File: config.mk
export PLATFORM = sky130hd
export DESIGN_NAME = pipeline_trace_buffer
export DESIGN_NICKNAME = d
export VERILOG_FILES = /design/src/rtl/pipeline_trace_pkg.sv /design/src/rtl/trace_ram.sv /design/src/rtl/pipeline_trace_buffer.sv
export SDC_FILE = /design/constraint.sdc
export NUM_CORES = 1
export LEC_CHECK = 0
export BUFFER_PORTS_ARGS = -buffer_cell sky130_fd_sc_hd__buf_4
export CORE_ASPECT_RATIO = 1.2
export CORE_MARGIN = 4
export CORE_UTILIZATION = 35
export CTS_CLUSTER_DIAMETER = 80
export DETAILED_ROUTE_END_ITERATION = 16
export GPL_TIMING_DRIVEN = 0
export SLEW_MARGIN = 15
export SYNTH_ARGS = -nofsm -noshare
export SYNTH_HDL_FRONTEND = slang
export SYNTH_HIERARCHICAL = 1
export SYNTH_SLANG_ARGS = --single-unit
File: constraint.sdc
create_clock -name CLK -period 9.5 [get_ports CLK]
set_input_delay 1.9 -clock CLK [delete_from_list [all_inputs] [get_ports CLK]]
set_output_delay 1.9 -clock CLK [all_outputs]
set_load 0.02 [all_outputs]
File: src/rtl/pipeline_trace_pkg.sv
// Shared types for the retire-trace buffer: FSM state encoding and the
// stored trace entry layout.
package pipeline_trace_pkg;

  localparam logic [1:0] ENC_IDLE  = 2'd0;
  localparam logic [1:0] ENC_ARMED = 2'd1;
  localparam logic [1:0] ENC_POST  = 2'd2;
  localparam logic [1:0] ENC_DONE  = 2'd3;

  typedef enum logic [1:0] {
    IDLE  = ENC_IDLE,
    ARMED = ENC_ARMED,
    POST  = ENC_POST,
    DONE  = ENC_DONE
  } trace_state_t;

  typedef struct packed {
    logic [31:0] pc;
    logic [31:0] instr;
    logic [31:0] busW;
  } trace_entry_t;

endpackage

File: src/rtl/trace_ram.sv
// Simple dual-port trace RAM: one write port, one registered read port.
// A same-cycle read and write to one address returns the old contents.
module trace_ram #(
  parameter int DEPTH = 16,
  parameter int W     = 96
) (
  input  logic                     clk,
  input  logic                     rst_n,
  input  logic                     we,
  input  logic [$clog2(DEPTH)-1:0] waddr,
  input  logic [W-1:0]             wdata,
  input  logic                     re,
  input  logic [$clog2(DEPTH)-1:0] raddr,
  output logic [W-1:0]             rdata
);

  logic [W-1:0] mem [DEPTH];

  // Storage array; contents are deliberately not reset.
  always_ff @(posedge clk) begin
    if (we) mem[waddr] <= wdata;
  end

  // Registered read data, cleared on reset so outputs start at zero.
  always_ff @(posedge clk or negedge rst_n) begin
    if (!rst_n)  rdata <= '0;
    else if (re) rdata <= mem[raddr];
  end

endmodule

File: src/rtl/pipeline_trace_buffer.sv
// Retire-trace capture beside the pipelined processor. Samples {pc, instr,
// busW} into a circular buffer while armed and stops POST_TRIG samples after
// a PC-match trigger. Define TRACE_TIMESTAMP_EN to store a cycle timestamp
// with each entry and expose it on rd_ts.
module pipeline_trace_buffer
  import pipeline_trace_pkg::*;
#(
  parameter int DEPTH     = 16,
  parameter int POST_TRIG = 8,
  parameter int TS_W      = 16
) (
  input  logic                     CLK,
  input  logic                     RST_N,
  input  logic                     arm,
  input  logic [31:0]              trig_pc,
  input  logic                     valid,
  input  logic [31:0]              pc,
  input  logic [31:0]              instr,
  input  logic [31:0]              busW,
  input  logic                     rd_en,
  input  logic [$clog2(DEPTH)-1:0] rd_addr,
  output logic [31:0]              rd_pc,
  output logic [31:0]              rd_instr,
  output logic [31:0]              rd_busW,
  output logic                     rd_valid,
`ifdef TRACE_TIMESTAMP_EN
  output logic [TS_W-1:0]          rd_ts,
`endif
  output logic [1:0]               state,
  output logic                     triggered,
  output logic                     done,
  output logic [$clog2(DEPTH):0]   count
);

  localparam int AW = $clog2(DEPTH);
  localparam logic [AW:0] FULL = DEPTH[AW:0];
`ifdef TRACE_TIMESTAMP_EN
  localparam int ENTRY_W = $bits(trace_entry_t) + TS_W;
`else
  // TS_W only shapes storage when timestamps are built in.
  localparam int ENTRY_W = $bits(trace_entry_t) + 0 * TS_W;
`endif

  trace_state_t    st, st_nxt;
  logic [AW-1:0]   wr_ptr, post_cnt, oldest, raddr;
  logic [AW:0]     cnt;
  logic            wr_en, trig_hit, post_last;
  trace_entry_t    ent;
  logic [ENTRY_W-1:0] wdata, rdata;

  // arm always wins over a same-cycle sample
  assign wr_en     = valid && !arm && (st == ARMED || st == POST);
  assign trig_hit  = wr_en && (st == ARMED) && (pc == trig_pc);
  assign post_last = wr_en && (st == POST) && (post_cnt == AW'(1));

  // State register.
  always_ff @(posedge CLK or negedge RST_N) begin
    if (!RST_N) st <= IDLE;
    else        st <= st_nxt;
  end

  // Next-state logic; re-arm from any state restarts capture.
  always_comb begin
    st_nxt = st;
    if (arm) st_nxt = ARMED;
    else begin
      case (st)
        ARMED:   if (trig_hit)  st_nxt = (POST_TRIG == 0) ? DONE : POST;
        POST:    if (post_last) st_nxt = DONE;
        default: ;
      endcase
    end
  end

  // Write pointer, fill count, post-trigger countdown and trigger flag.
  always_ff @(posedge CLK or negedge RST_N) begin
    if (!RST_N) begin
      wr_ptr <= '0; cnt <= '0; post_cnt <= '0; triggered <= 1'b0;
    end else if (arm) begin
      wr_ptr <= '0; cnt <= '0; post_cnt <= '0; triggered <= 1'b0;
    end else if (wr_en) begin
      wr_ptr <= wr_ptr + 1'b1;
      if (cnt != FULL) cnt <= cnt + 1'b1;
      if (trig_hit) begin
        triggered <= 1'b1;
        post_cnt  <= AW'(POST_TRIG);
      end else if (st == POST) begin
        post_cnt <= post_cnt - 1'b1;
      end
    end
  end

  // Read request valid: one pulse per request, matching the RAM read latency.
  always_ff @(posedge CLK or negedge RST_N) begin
    if (!RST_N) rd_valid <= 1'b0;
    else        rd_valid <= rd_en;
  end

  // rd_addr 0 maps to the oldest entry; once full that is the next write slot.
  assign oldest = (cnt == FULL) ? wr_ptr : '0;
  assign raddr  = oldest + rd_addr;
  assign ent    = '{pc: pc, instr: instr, busW: busW};

`ifdef TRACE_TIMESTAMP_EN
  logic [TS_W-1:0] ts;

  // Free-running cycle stamp, restarted by arm.
  always_ff @(posedge CLK or negedge RST_N) begin
    if (!RST_N)   ts <= '0;
    else if (arm) ts <= '0;
    else          ts <= ts + 1'b1;
  end

  assign wdata = {ts, ent};
  assign {rd_ts, rd_pc, rd_instr, rd_busW} = rdata;
`else
  assign wdata = ent;
  assign {rd_pc, rd_instr, rd_busW} = rdata;
`endif

  trace_ram #(.DEPTH(DEPTH), .W(ENTRY_W)) u_ram (
    .clk(CLK), .rst_n(RST_N),
    .we(wr_en), .waddr(wr_ptr), .wdata(wdata),
    .re(rd_en), .raddr(raddr), .rdata(rdata)
  );

  assign state = st;
  assign done  = (st == DONE);
  assign count = cnt;

endmodule

==> flow_summary_export.csv <==
group,metric,value,unit
run_status,status,"finished clean",
clocking,ctsLongestPathBuffers,3,
clocking,worstSkewPairLatency,0.78,ns
floorplan,die_x,396,um
sta,setup_slack,4.91,ns
route,ant_nets,0,
clocking,ctsHoldBuffers,0,
clocking,cts_resized,0,
sta,fin_hold_ws,0.526,ns
min_path,hold_path_class,"reg -> reg",
critical_path,cp-end-kind,"flop",
grt,grt_usage,0.177,
critical_path,path_max_fanout,10,
route,drt_wl_total,167000,um
yosys,yosysTopAreaCellShare,0.730,
critical_path,max_stage_delay,0.75,ns
clocking,clockRootBuffer,"clkbuf_16",
yosys,synth_edf_count,1536,
critical_path,slowest_stage,"clkbuf_1",
yosys,syn_nets,2899,
floorplan,initial_utilization,0.353,
critical_path,r2r_setup_slack,5.01,ns
route,drt_iter0_drc,2644,
grt,antenna_found_initial,20,
final_layout,drive_gt1_frac,0.343,
clocking,clock_sinks,1649,
final_layout,syn_to_final_growth,19.4,%
grt,use_met2,0.282,
clocking,cts_setup_buffers,0,
yosys,synth-seq-cells,1649,
grt,top_usage_layer,"met2",
sta,slew_viol_final,0,
route,vias_per_cell,5.36,
floorplan,rows,170,
yosys,synthFlopType,"edfxtp_1",
sta,fin_skew,0.0178,ns
floorplan,coreArea,179000,sq um
grt,use_met3,0.0523,
clocking,path_clk_slew,0.06,ns
grt,overflow,0,
sta,setup_viol,0,
pwr,total_power,15.5,mW
clocking,cts_tree,"yes",
pwr,p_per_area,205,nW/um^2
sta,min_period,4.59,ns
place,dp_slack,3.77,ns
critical_path,cp.arrival,5.26,ns
place,port_buffers,242,
grt,grtUsageMet1,0.239,
final_layout,finalNetCount,3414,
route,drc,0,
grt,grt_pass1_wl,238000,um
route,dr_total_vias,31200,
route,drt_pass1_iterations,6,
yosys,async_flop_share,0.0685,
grt,grt_max_degree,43,
final_layout,seq_area,49000,sq um
sta,final_hold_viol_count,0,
floorplan,dieArea,188000,sq um
floorplan,fp.dieH,474,um
sta,worst_pin_slew,1.20,ns
final_layout,multi_input_area,13400,sq um
critical_path,cp_common_cell,"buf_2",
final_layout,nFillCells,15500,
clocking,numCtsBuffers,165,
yosys,yosysMostFrequentCell,"edfxtp_1",
pwr,p_leak,24.5,nW
yosys,synth_area_per_cell,23.0,sq um
yosys,ys_types,52,
clocking,cts_max_level,4,
sta,rsz0062_at_grt,"false",
yosys,synth.top_cells.by_count,"1,536 x edfxtp_1, 375 x mux4_2, 121 x nor2_1, 113 x dfrtp_1",
yosys,yosys_warnings,6,
critical_path,critical_path_class,"in -> reg",
sta,fin_crit_sh,0.483,
sta,relSlewSlack,0.198,
yosys,syn-instance-count,2750,
job,maxCapViolations,0,
sta,max_freq,218,MHz
grt,grt_pass1_vias,32100,
critical_path,cp.required,10.17,ns
floorplan,pin_count,243,
route,post_drt_wl_per_cell,28.7,um
place,gp_congestion,0.779,
yosys,synthTopCellsByArea,"edfxtp_1 73%, mux4_2 13%, dfrtp_1 4.5%",
place,dp_hpwl,111000,um
critical_path,worstSetupStartpointType,"primary input",
yosys,yosysTopAreaCell,"edfxtp_1",
pwr,ir_worst_vdd,0.135,mV
critical_path,cp_cell_sequence,"buf_4, ha_1, a21o_1, a21oi_1, xnor2_2, or2_1, buf_2, buf_2, clkbuf_1, o22ai_1, a221oi_2",
yosys,yosysSeqAreaShare,0.774,
sta,tns,0,ns
yosys,syn_area,63200,sq um
## sequential cells by signal (all words and copies together) (netlist names)
name         cells
triggered        1
rd_valid         1
post_cnt         4
u_ram/mem     1536
count            5
state            2
wr_ptr           4
u_ram/rdata     96
## path summary, 6_finish.rpt
kind | startpoint | endpoint | cells after the start
max | rd_addr[1] | u_ram/rdata[0]$_DFFE_PN0P_ | 11
min | triggered$_DFFE_PN0P_ | triggered$_DFFE_PN0P_ | 2
max reg2reg | count[0]$_DFFE_PN0P_ | u_ram/rdata[0]$_DFFE_PN0P_ | 15
min reg2reg | triggered$_DFFE_PN0P_ | triggered$_DFFE_PN0P_ | 2
max in group asynchronous | RST_N | u_ram/rdata[38]$_DFFE_PN0P_ | 3
min in group asynchronous | RST_N | u_ram/rdata[62]$_DFFE_PN0P_ | 1
## layer usage
| layer | vias up | share of wire | wire, um |
|---|---|---|---|
| met5 | - | 0.00052 | 87 |
| met4 | 14 | 0.022 | 3640 |
| met3 | 230 | 0.091 | 15200 |
| met2 | 1239 | 0.48 | 79700 |
| met1 | 16900 | 0.41 | 68200 |
| li1 | 12800 | - | - |
## where the power goes
group / total (mW) / internal (mW) / switching (mW)
logic: 1.06 / 0.418 / 0.641
registers: 8.14 / 8.06 / 0.0785
clock network: 6.26 / 3.61 / 2.65
## metrics by stage
step                cells   util  area, sq um
floorplan            2750      -        63200
global placement     5400  0.380        68100
detailed placement   5506  0.392        70300
CTS                  5806  0.421        75400
global route         5807  0.421        75500
finish               5816  0.421        75500
## cells in the final DEF, fill, tap and decap left out, types with 3 or more instances in the layout
cell and count:
a21oi_1 5, a221oi_2 96, and2_1 3, buf_1 4, buf_12 54, buf_16 19, buf_2 56, buf_4 246
buf_6 36, buf_8 38, bufinv_16 8, clkbuf_1 97, clkbuf_16 173, clkbuf_2 3, clkbuf_8 9, clkinv_1 29
clkinv_2 22, clkinvlp_4 3, dfrtp_1 113, diode_2 10, edfxtp_1 1536, ha_1 11, inv_1 13, mux2i_1 97
mux4_1 9, mux4_2 375, nand2_1 11, nand2b_1 5, nand3_1 4, nand4_1 6, nor2_1 109, nor2_4 12
nor3_1 3, nor3_4 4, nor4_1 13, o22ai_1 97, o31ai_1 4, xnor2_1 4, xor2_1 37
## critical path, delay by kind of cell
kind / cells / cell delay (ns)
buffers and inverters: 4 / 1.63
AOI/OAI and AO/OA: 4 / 0.64
xor gates and xnor gates: 1 / 0.60
adders and majority gates: 1 / 0.27
and+or+nand+nor: 1 / 0.18
## kinds of logic (layout without fill, tap and decap cells)
group                      Yosys count  count (layout)  share of synthesized area
DFF                               1649            1649                      0.774
muxes                              482             482                      0.153
AOI/OAI and AO/OA                  211             211                     0.0343
and+or+nand+nor                    188             188                     0.0138
buffers and inverters              166             814                     0.0164
xor gates and xnor gates            42              42                    0.00582
adders and majority gates           12              12                    0.00249
other                                0              10                          0
## layout make-up
cell class	count	area share
Clock inverter	65	0.00673
Buffer	153	0.0132
Inverter	13	0.000646
Clock buffer	235	0.0616
Antenna cell	10	0.000332
Timing Repair Buffer	348	0.0519
Sequential cell	1649	0.649
Multi-Input combinational cell	935	0.177
Tap cell	2408	0.0399
Power figures use the tool's default switching activity.
